<file path="config.mk">
export PLATFORM = sky130hd
export DESIGN_NAME = texture_span_fetcher
export DESIGN_NICKNAME = d
export VERILOG_FILES = /design/src/rtl/texture_span_fetcher.sv
export SDC_FILE = /design/constraint.sdc
export NUM_CORES = 1
export LEC_CHECK = 0
export CAP_MARGIN = 30
export CORE_MARGIN = 8
export CORE_UTILIZATION = 40
export CTS_CLUSTER_SIZE = 40
export DETAILED_ROUTE_END_ITERATION = 6
export PLACE_DENSITY = 0.69
export SYNTH_ARGS = -nofsm -noshare
export SYNTH_HDL_FRONTEND = slang
export SYNTH_SLANG_ARGS = --single-unit
</file>
<file path="constraint.sdc">
create_clock -name clk -period 3.15 [get_ports clk]
set_clock_uncertainty 0.1 [all_clocks]
set_input_delay 0.4725 -clock clk [delete_from_list [all_inputs] [get_ports clk]]
set_output_delay 0.4725 -clock clk [all_outputs]
set_load 0.01 [all_outputs]
</file>
<file path="src/rtl/texture_span_fetcher.sv">
// Texture span fetcher: walks one texel row of the shared 64x64 texture ROM with a
// fixed-point column accumulator and streams the texels out through a 2-entry buffer.
module texture_span_fetcher #(
    parameter int unsigned FRAC_W = 4,
    parameter int unsigned LEN_W  = 8
) (
    input  logic                clk,
    input  logic                reset,
    input  logic                cmd_valid,
    output logic                cmd_ready,
    input  logic [5:0]          cmd_tex,
    input  logic [2:0]          cmd_v,
    input  logic [FRAC_W+2:0]   cmd_u0,
    input  logic [FRAC_W+2:0]   cmd_du,
    input  logic [LEN_W-1:0]    cmd_len,
    output logic [5:0]          rom_texture_idx,
    output logic [2:0]          rom_y_idx,
    output logic [2:0]          rom_x_idx,
    input  logic [2:0]          rom_val,
    output logic                pix_valid,
    input  logic                pix_ready,
    output logic [2:0]          pix_data,
    output logic                pix_last,
    output logic                done
);

    typedef enum logic [1:0] {
        S_IDLE,
        S_RUN,
        S_DRAIN
    } state_t;

    state_t               r_state;
    state_t               w_state_next;

    logic [5:0]           r_tex;
    logic [2:0]           r_v;
    logic [FRAC_W+2:0]    r_u;
    logic [FRAC_W+2:0]    r_du;
    logic [LEN_W-1:0]     r_rem;
    logic                 r_in_flight;
    logic                 r_last_flight;
    logic                 r_done;

    logic [2:0]           r_fifo_data [2];
    logic                 r_fifo_last [2];
    logic                 r_wr_ptr;
    logic                 r_rd_ptr;
    logic [1:0]           r_count;

    logic                 w_accept;
    logic                 w_fire;
    logic                 w_push;
    logic                 w_pop;
    logic [2:0]           w_credit;
    logic                 w_span_end;

    assign w_push   = r_in_flight;
    assign w_pop    = pix_valid & pix_ready;
    assign w_credit = {1'b0, r_count} + {2'b00, r_in_flight} - {2'b00, w_pop};

    // Leave DRAIN on the edge that empties the buffer, so done and cmd_ready
    // appear together in the cycle right after the final handshake.
    assign w_span_end = (r_state == S_DRAIN) && !r_in_flight &&
                        ((r_count == 2'd0) || ((r_count == 2'd1) && w_pop));

    always_ff @(posedge clk or posedge reset) begin
        if (reset) begin
            r_state <= S_IDLE;
        end else begin
            r_state <= w_state_next;
        end
    end

    always_comb begin
        w_state_next = r_state;
        cmd_ready    = 1'b0;
        w_accept     = 1'b0;
        w_fire       = 1'b0;
        case (r_state)
            S_IDLE: begin
                cmd_ready = 1'b1;
                if (cmd_valid) begin
                    w_accept = 1'b1;
                    if (cmd_len != '0) begin
                        w_state_next = S_RUN;
                    end
                end
            end
            S_RUN: begin
                if ((r_rem != '0) && (w_credit < 3'd2)) begin
                    w_fire = 1'b1;
                    if (r_rem == LEN_W'(1)) begin
                        w_state_next = S_DRAIN;
                    end
                end
            end
            S_DRAIN: begin
                if (w_span_end) begin
                    w_state_next = S_IDLE;
                end
            end
            default: begin
                w_state_next = S_IDLE;
            end
        endcase
    end

    always_ff @(posedge clk or posedge reset) begin
        if (reset) begin
            r_tex         <= '0;
            r_v           <= '0;
            r_u           <= '0;
            r_du          <= '0;
            r_rem         <= '0;
            r_in_flight   <= 1'b0;
            r_last_flight <= 1'b0;
            r_done        <= 1'b0;
        end else begin
            r_in_flight <= w_fire;
            r_done      <= (w_accept && (cmd_len == '0)) || w_span_end;
            if (w_accept) begin
                r_tex <= cmd_tex;
                r_v   <= cmd_v;
                r_u   <= cmd_u0;
                r_du  <= cmd_du;
                r_rem <= cmd_len;
            end else if (w_fire) begin
                r_u           <= r_u + r_du;
                r_rem         <= r_rem - LEN_W'(1);
                r_last_flight <= (r_rem == LEN_W'(1));
            end
        end
    end

    // Issue credit guarantees at most one entry is held whenever a capture lands.
    always_ff @(posedge clk or posedge reset) begin
        if (reset) begin
            for (int unsigned i = 0; i < 2; i++) begin
                r_fifo_data[i] <= '0;
                r_fifo_last[i] <= 1'b0;
            end
            r_wr_ptr <= 1'b0;
            r_rd_ptr <= 1'b0;
            r_count  <= '0;
        end else begin
            if (w_push) begin
                r_fifo_data[r_wr_ptr] <= rom_val;
                r_fifo_last[r_wr_ptr] <= r_last_flight;
                r_wr_ptr              <= ~r_wr_ptr;
            end
            if (w_pop) begin
                r_rd_ptr <= ~r_rd_ptr;
            end
            case ({w_push, w_pop})
                2'b10:   r_count <= r_count + 2'd1;
                2'b01:   r_count <= r_count - 2'd1;
                default: r_count <= r_count;
            endcase
        end
    end

    assign rom_texture_idx = r_tex;
    assign rom_y_idx       = r_v;
    assign rom_x_idx       = r_u[FRAC_W+2:FRAC_W];

    assign pix_valid = (r_count != 2'd0);
    assign pix_data  = r_fifo_data[r_rd_ptr];
    assign pix_last  = r_fifo_last[r_rd_ptr];
    assign done      = r_done;

endmodule

</file>
==> Yosys cells after proc, flatten, opt, wreduce, memory -nomap -nowiden <==
Index checks and enable logic that the tools add are counted.
{ "word_totals": {"regBits": 48, "latch_bits": 0, "ramBits": 0, "rom_bits": 0, "out_inout_bits": 19, "wordCells": 90, "memories": 0} }
{ "classes": {"addsub": 6, "n_mul": 0, "div": 0, "n_lt_le_gt_ge": 4, "n_eq_ne": 11, "n_shift": 0, "muxes": 28, "n_bitwise": 6, "reduce_logical": 19} }
{ "ops": {"columns": ["cell", "n"], "rows": [
  ["$mux W8", 2],
  ["$reduce_bool A8 Y1", 2],
  ["$mux W7", 2],
  ["$mux W3", 4],
  ["$mux W2", 5],
  ["$ne A2 B2 Y1 const B", 5],
  ["$mux W1", 9],
  ["$eq A8 B1 Y1 const B", 1],
  ["$logic_not A8 Y1", 1],
  ["$sub A8 B1 Y8 const B", 1],
  ["$add A7 B7 Y7", 1],
  ["$bwmux W6", 1],
  ["$eq A2 B1 Y1 const B", 3],
  ["$logic_and A1 B1 Y1", 6],
  ["$pmux W2 S3", 1],
  ["$reduce_bool A2 Y1", 3],
  ["$reduce_and A5 Y1", 1],
  ["$eq A2 B2 Y1 const B", 2],
  ["$ge A2 B2 Y1 const B", 2],
  ["$logic_not A2 Y1", 2],
  ["$not A1 Y2", 2],
  ["$pmux W2 S2", 1],
  ["$add A2 B1 Y3", 1],
  ["$demux W3 S1", 1],
  ["12 further kinds", 15]
]} }

==> Longest topological paths before layout <==
Gate-level depths: netlist of run 1.
{ "depth": {"word_depth": 9, "ltp_mapped": 15} }

==> Worst setup path after synthesis of run 1 <==
OpenSTA, ideal clock, no wires.
{ "synth_timing": {"path_type": "register to register", "from": "reg r_count[1]", "to": "reg r_rem[6]", "setup_ns": 0.126, "arrival_time_ns": 2.722, "path_slack_ns": 0.202, "stages_incl_launch_ff": 15, "path_buffers": 1, "synth_period_minus_slack_ns": 2.948, "path_cell_list": "dfrtp_1 > inv_1 > ha_1 > inv_1 > nand2_1 > xnor2_1 > nand2b_1 > fa_1 > xnor2_1 > nand3_1 > or2_4 > buf_6 > nand2_1 > o21ai_2 > a221o_1"} }
{ "synth_via": {"elab_chain_len": 8, "word_cells_on_any_way": 9} }
{ "synth_rtl": {"columns": ["item", "line_no", "source"], "rows": [
  ["start, declared", "49", "logic [1:0] r_count;"],
  ["start signal, assigned", "156", "2'b10: r_count <= r_count + 2'd1;"],
  ["start signal, assigned", "157", "2'b01: r_count <= r_count - 2'd1;"],
  ["start signal, assigned", "158", "default: r_count <= r_count;"],
  ["$reduce_bool A2 Y1", "167", "assign pix_valid = (r_count != 2'd0);"],
  ["via pix_valid", "20", "output logic pix_valid,"],
  ["$and A1 B1 Y1", "59", "assign w_pop = pix_valid & pix_ready;"],
  ["$sub A3 B1 Y3", "60", "assign w_credit = {1'b0, r_count} + {2'b00, r_in_flight} - {2'b00, w_pop};"],
  ["$lt A3 B2 Y1", "91", "if ((r_rem != '0) && (w_credit < 3'd2)) begin"],
  ["$logic_and A1 B1 Y1", "91", null],
  ["$mux W1", "91", null],
  ["$mux W1", "80", "case (r_state)"],
  ["$reduce_bool A2 Y1 (no line)", null, null],
  ["end signal, assigned", "127", "r_rem <= cmd_len;"],
  ["end signal, assigned", "130", "r_rem <= r_rem - LEN_W'(1);"],
  ["end, declared", "40", "logic [LEN_W-1:0] r_rem;"]
]} }
The timed path passes the listed nets, and every way through them passes these cells.
A chain may end at the register's enable or synchronous reset.

==> Worst setup path after layout of run 1 <==
{ "layout_timing": {"from": "reg r_count[1]", "to": "reg r_rem[7]"} }
{ "layout_via": {"elab_chain_len": 8, "word_cells_on_any_way": 9} }
{ "layout_rtl": {"columns": ["item", "line_no"], "rows": [
  ["branches (longest 2 deep; another with $add A2 B1 Y3)", null],
  ["$sub A3 B1 Y3 *", "60"],
  ["$lt A3 B2 Y1 *", "91"],
  ["$logic_and A1 B1 Y1 *", "91"],
  ["$mux W1 *", "91"],
  ["$mux W1 *", "80"],
  ["$reduce_bool A2 Y1 (no line) *", null]
]} }
Every way passes the cells marked *.

==> out/metrics.yaml, run 1 <==
fin_nets: 361
path_clk_slew_ns: 0.08
fin_crit_sh: 0.939
crit_path_max_incr_delay_ns: 0.51
syn_to_final_growth_pct: 28.5
vias: 1947
instances_no_fill: 387
dp_cells: 379
grt_overflow: 0
place_area_um2: 3110
die_w_um: 94.9
initial_core_util: 0.418
cts_made_buffers: 5
crit_fanout: 3
synth_edf_count: 0
design_area_um2: 3200
fin_setup_tns_ns: 0
drv_cap: 0
num_rows: 28
synth.largest_area_cell: "dfrtp_1"
whs_ns: 0.376
drcViolationCount: 0
async_flop_share: 1.00
r2r_cells: 13
synth_cell_type_count: 46
yosysMostFrequentCell: "nand2_1"
grt_use_met1: 0.157
cts_resized: 0
syn_avg_cell_area_um2: 9.80
worst_slack_ns: 0.191
synthTopCellsByCount: "nand2_1 (62), dfrtp_1 (48), nor2_1 (16)"
final_core_util: 0.537
coreArea_um2: 5960
port_buffers: 56
synth-main-ff-cell: "dfrtp_1"
wl_um: 5660
drive_gt1_frac: 0.106
pre_cts_ws_ns: -0.00927
fmax_mhz: 338
num_io_pins: 57
total_power_mw: 3.21
vias_per_cell: 5.03
top_usage_layer: "met2"
critPathLaunchType: "register"
status: "complete, no violations"
setup_viol_count_final: 0
netlist_instances: 254
cts_sinks: 48
cts-root-buf: "clkbuf_8"
p_sw_frac: 0.399
postCtsHoldBufs: 0
rsz0062_at_grt: "no"
grt_max_degree: 30
clk_latency_ns: 0.30
rrSetupSlack_ns: 0.19
syn-cell-area_um2: 2490
setup.worst_path.end_class: "register"
cp.arrival_ns: 3.09
seqPwrFrac: 0.346
synth.area.top_cells: "dfrtp_1 (48%), nand2_1 (9.3%), mux2_2 (5.4%)"
hp-class: "input port to async pin"
use_met3: 0.0492
die_height_um: 94.9
ant_nets: 0
dp_hpwl_um: 4310
wl_per_cell_um: 14.6
power_density_nw_per_um2: 1000
grt_use_met2: 0.228
finalCriticalPeriod_ns: 2.96
worstMarginPinSlew_ns: 0.713
synth_top_area_frac: 0.482
ys_seq_area_frac: 0.482
crit_path_cell_trace: "inv_1 > ha_1 > inv_1 > nand2_1 > xnor2_1 > nand2b_1 > fa_1 > xnor2_1 > nand3_1 > or4_1 > nor3b_1 > a21oi_1 > a21oi_1"
cts.path.max_buffers: 2
drv_slew: 0
pwr-share-comb: 0.538
cp_slowest_cell: "or4_1"
cts_htree_levels: 2
place_congestion: 0.863
pwr-share-clk: 0.116
ys_seq_elements: 48
p_sw_mw: 1.28
grt_usage: 0.135
post_cts_buffers: 0
p_leak_nw: 1.43
slew-limit-headroom: 0.525
antenna_cells: 0
hold_viol_final: 0
peakVddDrop_mv: 0.410
antenna_found_initial: 0
synth_nets: 304
required_ns: 3.28
path_class: "register to register"
grt_pass1_vias: 2104
grt_pass1_wl_um: 9660
yosys_warnings: 0
die_area_um2: 9010
drt-initial-drc-count: 79
tritoncts: "yes"
firstDrtPassIters: 4
internal_power_mw: 1.93
[routing by layer]
| metal | up-vias | share of wire |
|---|---|---|
| met5 | - | 0 |
| met4 | 0 | 0.0095 |
| met3 | 6 | 0.070 |
| met2 | 52 | 0.48 |
| met1 | 919 | 0.44 |
| li1 | 970 | - |
[worst max-delay path: cells and delay by family (launching register included)]
family	cells	cell delay, ns
AND/OR/NAND/NOR	5	1.09
adder cells (fa/ha/maj)	2	0.58
flip-flops	1	0.41
XOR/XNOR	2	0.34
AO/OA/AOI/OAI	2	0.20
buffers and inverters	2	0.17
[layout make-up]
cell class,instances,area (um2)
Clock buffer,8,90.1
Timing Repair Buffer,61,598
Tap cell,75,93.8
Multi-Input combinational cell,183,1170
Fill cell,552,2760
Inverter,12,47.5
Sequential cell,48,1200
[cell usage in the layout (no fill, tap or decap), drive strengths merged, types with 2 or more instances in the layout]
cell type	count
inv	12
dfrtp	48
a21oi	9
nand2b	3
buf	5
ha	10
nand2	62
nor4	4
xnor2	7
clkdlybuf4s50	56
nor3	5
o21ai	13
fa	2
or3	2
nor2	17
a221o	3
nor2b	4
xor2	2
a22oi	4
o31ai	2
a31oi	2
mux2	12
nand3	6
clkbuf	8
[flip-flops by register name (all words and copies together), names as in the netlist]
signal           cells
r_state              2
r_du                 7
r_last_flight        1
r_rd_ptr             1
rom_texture_idx      6
r_in_flight          1
r_wr_ptr             1
r_fifo_last          2
rom_y_idx            3
r_u                  7
r_count              2
r_rem                8
done                 1
r_fifo_data          6
[power groups by stage]
stage          Clock (mW)  Sequential, mW  Combinational [mW]
6_report            0.373            1.11                1.73
2_1_floorplan           0            1.08                1.30
4_1_cts             0.389            1.11                1.74
3_5_place_dp            0            1.12                1.74
5_1_grt             0.410            1.14                1.96
3_3_place_gp            0            1.11                1.70
[path summary, 6_finish.rpt]
kind / from / to
worst min-delay path: reset / rom_texture_idx[3]$_DFFE_PP0P_
worst max register to register: r_count[1]$_DFFE_PP0P_ / r_rem[7]$_DFFE_PP0P_
min in group clk: rom_texture_idx[0]$_DFFE_PP0P_ / rom_texture_idx[0]$_DFFE_PP0P_
worst min register to register: rom_texture_idx[0]$_DFFE_PP0P_ / rom_texture_idx[0]$_DFFE_PP0P_
worst max-delay path: r_count[1]$_DFFE_PP0P_ / r_rem[7]$_DFFE_PP0P_
max in group asynchronous: reset / r_fifo_data[4]$_DFFE_PP0P_
[kinds of logic after synthesis]
family	count (synthesis)	synth area share
xor+xnor	9	0.0317
buf+inv	23	0.0477
compound gates	42	0.114
simple gates	108	0.204
mux	12	0.0543
fa+ha+maj	12	0.0663
flops	48	0.482
Note: power is estimated with default switching activity, not from simulation.
==> run 2: changes to the inputs <==
--- a/config.mk
+++ b/config.mk
@@ -5,12 +5,13 @@
 export SDC_FILE = /design/constraint.sdc
 export NUM_CORES = 1
 export LEC_CHECK = 0
+export ABC_AREA = 1
 export CAP_MARGIN = 30
 export CORE_MARGIN = 8
 export CORE_UTILIZATION = 40
 export CTS_CLUSTER_SIZE = 40
 export DETAILED_ROUTE_END_ITERATION = 6
-export PLACE_DENSITY = 0.69
+export PLACE_DENSITY = 0.68
 export SYNTH_ARGS = -nofsm -noshare
 export SYNTH_HDL_FRONTEND = slang
 export SYNTH_SLANG_ARGS = --single-unit
==> out/metrics.yaml, run 2 <==
post_cts_buffers: 0
wl_met1_um: 2560
rsz0062_at_grt: "no"
cp.arrival_ns: 2.76
power_density_nw_per_um2: 1010
required_ns: 3.23
antenna_found_initial: 0
dp_hpwl_um: 4410
wl_per_cell_um: 12.6
fmax_mhz: 374
drive_gt1_frac: 0.101
crit_fanout: 10
hold_start: "r_fifo_data[2]$_DFFE_PP0P_"
die_height_um: 97.3
yosysMostFrequentCell: "nand2_1"
drv_slew: 0
antenna_cells: 0
hp-class: "register to register"
initial_core_util: 0.414
final_common_cell: "nand2_1"
slew-limit-headroom: 0.590
total_power_mw: 3.38
drv_cap: 0
rrSetupSlack_ns: 0.48
synth_cell_type_count: 32
ys_seq_area_frac: 0.454
drt-initial-drc-count: 106
wl_um: 5840
nFillCells: 643
whs_path_depth: 2
num_io_pins: 57
grt_pass1_wl_um: 10300
clk_latency_ns: 0.30
synth-main-ff-cell: "dfrtp_1"
coreArea_um2: 6390
hold_viol_final: 0
vias_per_cell: 4.71
cp-startpoint: "r_count[0]$_DFFE_PP0P_"
path_clk_slew_ns: 0.10
hold_end: "r_fifo_data[2]$_DFFE_PP0P_"
mostFrequentLayoutCells: "nand2_1 (122), clkdlybuf4s50_1 (56), dfrtp_1 (48)"
num_rows: 29
grt_pass1_vias: 2290
synth.area.top_cells: "dfrtp_1 (45%), nand2_1 (17%), ha_1 (4.7%)"
cts_resized: 0
r2r_cells: 14
peakVddDrop_mv: 0.488
cts.path.max_buffers: 2
fin_nets: 434
worstReg2RegStart: "r_count[0]$_DFFE_PP0P_"
drcViolationCount: 0
dr_wl_met2_um: 2890
firstDrtPassIters: 4
synth.largest_area_cell: "dfrtp_1"
cts_made_buffers: 5
ys_seq_elements: 48
worstMarginPinSlew_ns: 0.613
synth_edf_count: 0
yosys_warnings: 0
top_layer_used: "met4"
netlist_instances: 328
setup.worst_path.end_class: "register"
grt_max_degree: 33
synth_nets: 378
grt_usage: 0.127
syn-cell-area_um2: 2650
cts_sinks: 48
fin_crit_sh: 0.848
setup_viol_count_final: 0
postCtsHoldBufs: 0
tritoncts: "yes"
instances_no_fill: 462
status: "complete, no violations"
cts-root-buf: "clkbuf_8"
cts_htree_levels: 2
p_leak_nw: 1.67
async_flop_share: 1.00
place_congestion: 0.857
synthTopCellsByCount: "nand2_1 (122), dfrtp_1 (48), inv_1 (28)"
syn_to_final_growth_pct: 26.3
worstReg2RegEnd: "r_rem[0]$_DFFE_PP0P_"
worst_slack_ns: 0.478
vias: 2177
syn_avg_cell_area_um2: 8.06
routed-wl-met3_um: 342
finalCriticalPeriod_ns: 2.67
synth_top_area_frac: 0.454
largestRegisters: "r_rem (8), r_du (7), r_u (7)"
port_buffers: 56
dp_cells: 454
die_w_um: 97.3
ant_nets: 0
critPathLaunchType: "register"
path_class: "register to register"
top_register: "r_rem"
final_core_util: 0.523
fin_setup_tns_ns: 0
die_area_um2: 9470
grt_overflow: 0
largest_reg_flops: 8
pre_cts_ws_ns: 0.213
-- run 2: cell count changes after synthesis, moves of 5 or more --
cell,previous run,this run
a21oi_1,8,3
clkbuf_1,6,0
inv_1,11,28
inv_2,0,5
mux2_2,12,4
nand2_1,62,122
nand3_1,6,17
nor3_1,5,0
o21ai_0,10,21
xnor2_1,7,2
-- run 2: area by class of cell --
class / instances / area, um2 / share of cell area
Clock inverter: 3 / 21.3 / 0.00636
Timing Repair Buffer: 59 / 583 / 0.174
Multi-Input combinational cell: 235 / 1230 / 0.368
Tap cell: 77 / 96.3 / 0.0288
Clock buffer: 5 / 68.8 / 0.0206
Inverter: 35 / 141 / 0.0423
Sequential cell: 48 / 1200 / 0.359
-- run 2: worst max-delay path by stage --
stage	endpoint	cells past startpoint	slack [ns]
2_1_floorplan	r_u[4]$_DFFE_PP0P_	14	0.65
3_3_place_gp	r_u[4]$_DFFE_PP0P_	14	0.28
3_5_place_dp	r_u[2]$_DFFE_PP0P_	14	0.21
4_1_cts	r_rem[0]$_DFFE_PP0P_	14	0.46
5_1_grt	r_rem[0]$_DFFE_PP0P_	14	0.21
6_report	r_rem[0]$_DFFE_PP0P_	14	0.48
-- run 2: power breakdown --
part / switching [mW] / internal [mW] / leakage [nW]
sequential: 0.195 / 0.915 / 0.598
clock: 0.220 / 0.158 / 0.0445
combinational: 1.04 / 0.844 / 1.03
-- run 2: per-stage QoR --
stage	instance area, um2	hold WS, ns
floorplan	2650	0.348
global placement	3250	0.361
detailed placement	3250	0.369
CTS	3340	0.392
global route	3340	0.417
finish	3340	0.389
-- run 2: routing by layer --
layer  global-route usage  vias up
met5                    0        -
met2                0.223       53
met4               0.0256        0
met1                0.145      987
met3               0.0427        6
li1                     -     1131
-- run 2: worst max-delay path, cell delays in order (launching register included) --
cell	delay (ns)
dfrtp_1	0.43
inv_1	0.08
ha_1	0.21
nor2_1	0.14
inv_1	0.08
nor2_1	0.17
o21ai_0	0.13
fa_1	0.51
nand2_1	0.07
nor2_2	0.15
nand3_4	0.17
nand2_8	0.16
inv_8	0.06
nand2_1	0.05
nand3_1	0.06
-- run 2: cell families (layout without fill, tap and decap cells) --
group,after synthesis,after routing,synth area share
AO/OA/AOI/OAI,31,31,0.0624
XOR/XNOR,7,7,0.0232
adder cells (fa/ha/maj),12,12,0.0624
buffers and inverters,45,102,0.0809
flip-flops,48,48,0.454
multiplexers,4,4,0.0170
AND/OR/NAND/NOR,181,181,0.300
==> run 3: changes to the inputs <==
--- a/config.mk
+++ b/config.mk
@@ -11,7 +11,7 @@
 export CORE_UTILIZATION = 40
 export CTS_CLUSTER_SIZE = 40
 export DETAILED_ROUTE_END_ITERATION = 6
-export PLACE_DENSITY = 0.68
+export PLACE_DENSITY = 0.71
 export SYNTH_ARGS = -nofsm -noshare
 export SYNTH_HDL_FRONTEND = slang
 export SYNTH_SLANG_ARGS = --single-unit
==> constraint.sdc (replaced) <==
create_clock -name clk -period 2.3 [get_ports clk]
set_clock_uncertainty 0.1 [all_clocks]
set_input_delay 0.345 -clock clk [delete_from_list [all_inputs] [get_ports clk]]
set_output_delay 0.345 -clock clk [all_outputs]
set_load 0.01 [all_outputs]
==> out/metrics.yaml, run 3 (synthesis gave the netlist of run 2 again) <==
status: "complete, but fails checks"
violations: "setup timing"
cp_slowest_cell: "fa_1"
critPathLaunchType: "register"
pwr-share-clk: 0.113
grt_usage: 0.136
die_area_um2: 9470
internal_power_mw: 3.05
wl_um: 6130
hold_viol_final: 0
setup.worst_path.end_class: "register"
path_class: "register to register"
worst_slack_ns: -0.0143
cts_sinks: 48
setup_viol_count_final: 3
cts-root-buf: "clkbuf_8"
clk_latency_ns: 0.29
total_power_mw: 5.27
p_sw_frac: 0.422
drcViolationCount: 0
cts_htree_levels: 2
slew-limit-headroom: 0.717
firstDrtPassIters: 6
largest_reg_flops: 8
pre_cts_ws_ns: -0.419
mostFrequentLayoutCells: "nand2_1 (116), clkdlybuf4s50_1 (55), dfrtp_1 (48)"
place_congestion: 0.819
vias_per_cell: 4.76
nFillCells: 610
tritoncts: "yes"
cts.path.max_buffers: 2
syn_to_final_growth_pct: 36.3
worstMarginPinSlew_ns: 0.423
p_leak_nw: 1.80
hp-class: "input port to async pin"
top_register: "r_rem"
final_core_util: 0.565
grt_pass1_vias: 2435
final_common_cell: "nand2_1"
drv_cap: 0
crit_path_cell_trace: "inv_2 > ha_4 > nor2_4 > inv_2 > nor2_4 > o21ai_2 > fa_1 > nand2_2 > nor2_4 > nand3_4 > nand2_8 > inv_8 > nand2_1 > nand3_1"
finalCriticalPeriod_ns: 2.31
instances_no_fill: 478
dp_hpwl_um: 4550
required_ns: 2.38
pwr-share-comb: 0.597
use_met3: 0.0356
vias: 2276
fmax_mhz: 432
fin_crit_sh: 1.01
fin_setup_tns_ns: -0.0286
wl_per_cell_um: 12.8
antenna_cells: 0
drv_slew: 0
num_io_pins: 57
grt_use_met1: 0.157
grt_max_degree: 49
fin_nets: 450
dp_cells: 463
drive_gt1_frac: 0.187
crit_path_max_incr_delay_ns: 0.50
crit_top_cell: "nor2_4"
grt_pass1_wl_um: 11100
power_density_nw_per_um2: 1460
die_height_um: 97.3
rsz0062_at_grt: "yes"
coreArea_um2: 6390
die_w_um: 97.3
ant_nets: 0
crit_fanout: 7
initial_core_util: 0.414
path_clk_slew_ns: 0.08
port_buffers: 56
drt-initial-drc-count: 94
cts_made_buffers: 5
largestRegisters: "r_rem (8), r_du (7), r_u (7)"
num_rows: 29
top_usage_layer: "met2"
cp.arrival_ns: 2.40
grt_use_met2: 0.245
peakVddDrop_mv: 0.733
antenna_found_initial: 0
p_sw_mw: 2.22
grt_overflow: 0
seqPwrFrac: 0.290
==> run 3: power by group through the flow <==
stage / clock [mW] / sequential (mW) / combinational, mW
after floorplan: 0 / 1.52 / 1.88
after global placement: 0 / 1.50 / 2.69
after detailed placement: 0 / 1.52 / 2.78
after CTS: 0.618 / 1.52 / 3.02
after global routing: 0.655 / 1.58 / 3.55
final: 0.594 / 1.53 / 3.15
==> run 3: per-stage QoR <==
stage | hold WS, ns | instance area [um2]
floorplan | 0.348 | 2670
global placement | 0.362 | 3350
detailed placement | 0.364 | 3350
CTS | 0.304 | 3540
global route | 0.329 | 3610
finish | 0.304 | 3610
==> run 3: path summary, 6_finish.rpt <==
| check | start | to | slack, ns | cells past startpoint |
|---|---|---|---|---|
| min | reset | r_u[4]$_DFFE_PP0P_ | 0.30 | 3 |
| min reg2reg | rom_y_idx[1]$_DFFE_PP0P_ | rom_y_idx[1]$_DFFE_PP0P_ | 0.38 | 2 |
| max in group asynchronous | reset | r_rem[4]$_DFFE_PP0P_ | 1.58 | 3 |
| min in group clk | rom_y_idx[1]$_DFFE_PP0P_ | rom_y_idx[1]$_DFFE_PP0P_ | 0.38 | 2 |
| max reg2reg | r_count[1]$_DFFE_PP0P_ | r_u[4]$_DFFE_PP0P_ | -0.01 | 14 |
| max | r_count[1]$_DFFE_PP0P_ | r_u[4]$_DFFE_PP0P_ | -0.01 | 14 |
==> run 3: cell type report <==
class                      count  area (um2)  area share
clock inverter                 2        35.0     0.00972
timing repair inverter         1        8.76     0.00243
inverter                      35         141      0.0392
sequential                    48        1200       0.333
multi-input combinational    236        1350       0.374
tap                           77        96.3      0.0267
clock buffer                   6        72.6      0.0201
timing repair buffer          73         703       0.195
==> run 3: what timing repair did <==
item | 4_1_cts | 5_1_grt
pin swaps | 3 | 4
endpoints found under the setup margin | 18 | 18
hold buffers | 0 | 0
endpoints found under the hold margin | 0 | 0
gates resized for setup | 15 | 11
buffers inserted | 2 | 3
cloned | 2 | 0
==> run 3: worst max-delay path: cells and delay by family, from the launching register on <==
kind | cells | cell delay, ns
compound gates | 1 | 0.06
buf+inv | 3 | 0.18
flops | 1 | 0.37
fa+ha+maj | 2 | 0.67
simple gates | 8 | 0.83
==> run 3: layer usage <==
metal | wire [um] | share of wire
met1 | 2690 | 0.44
met2 | 3120 | 0.51
met3 | 256 | 0.042
met4 | 69 | 0.011
met5 | 0 | 0
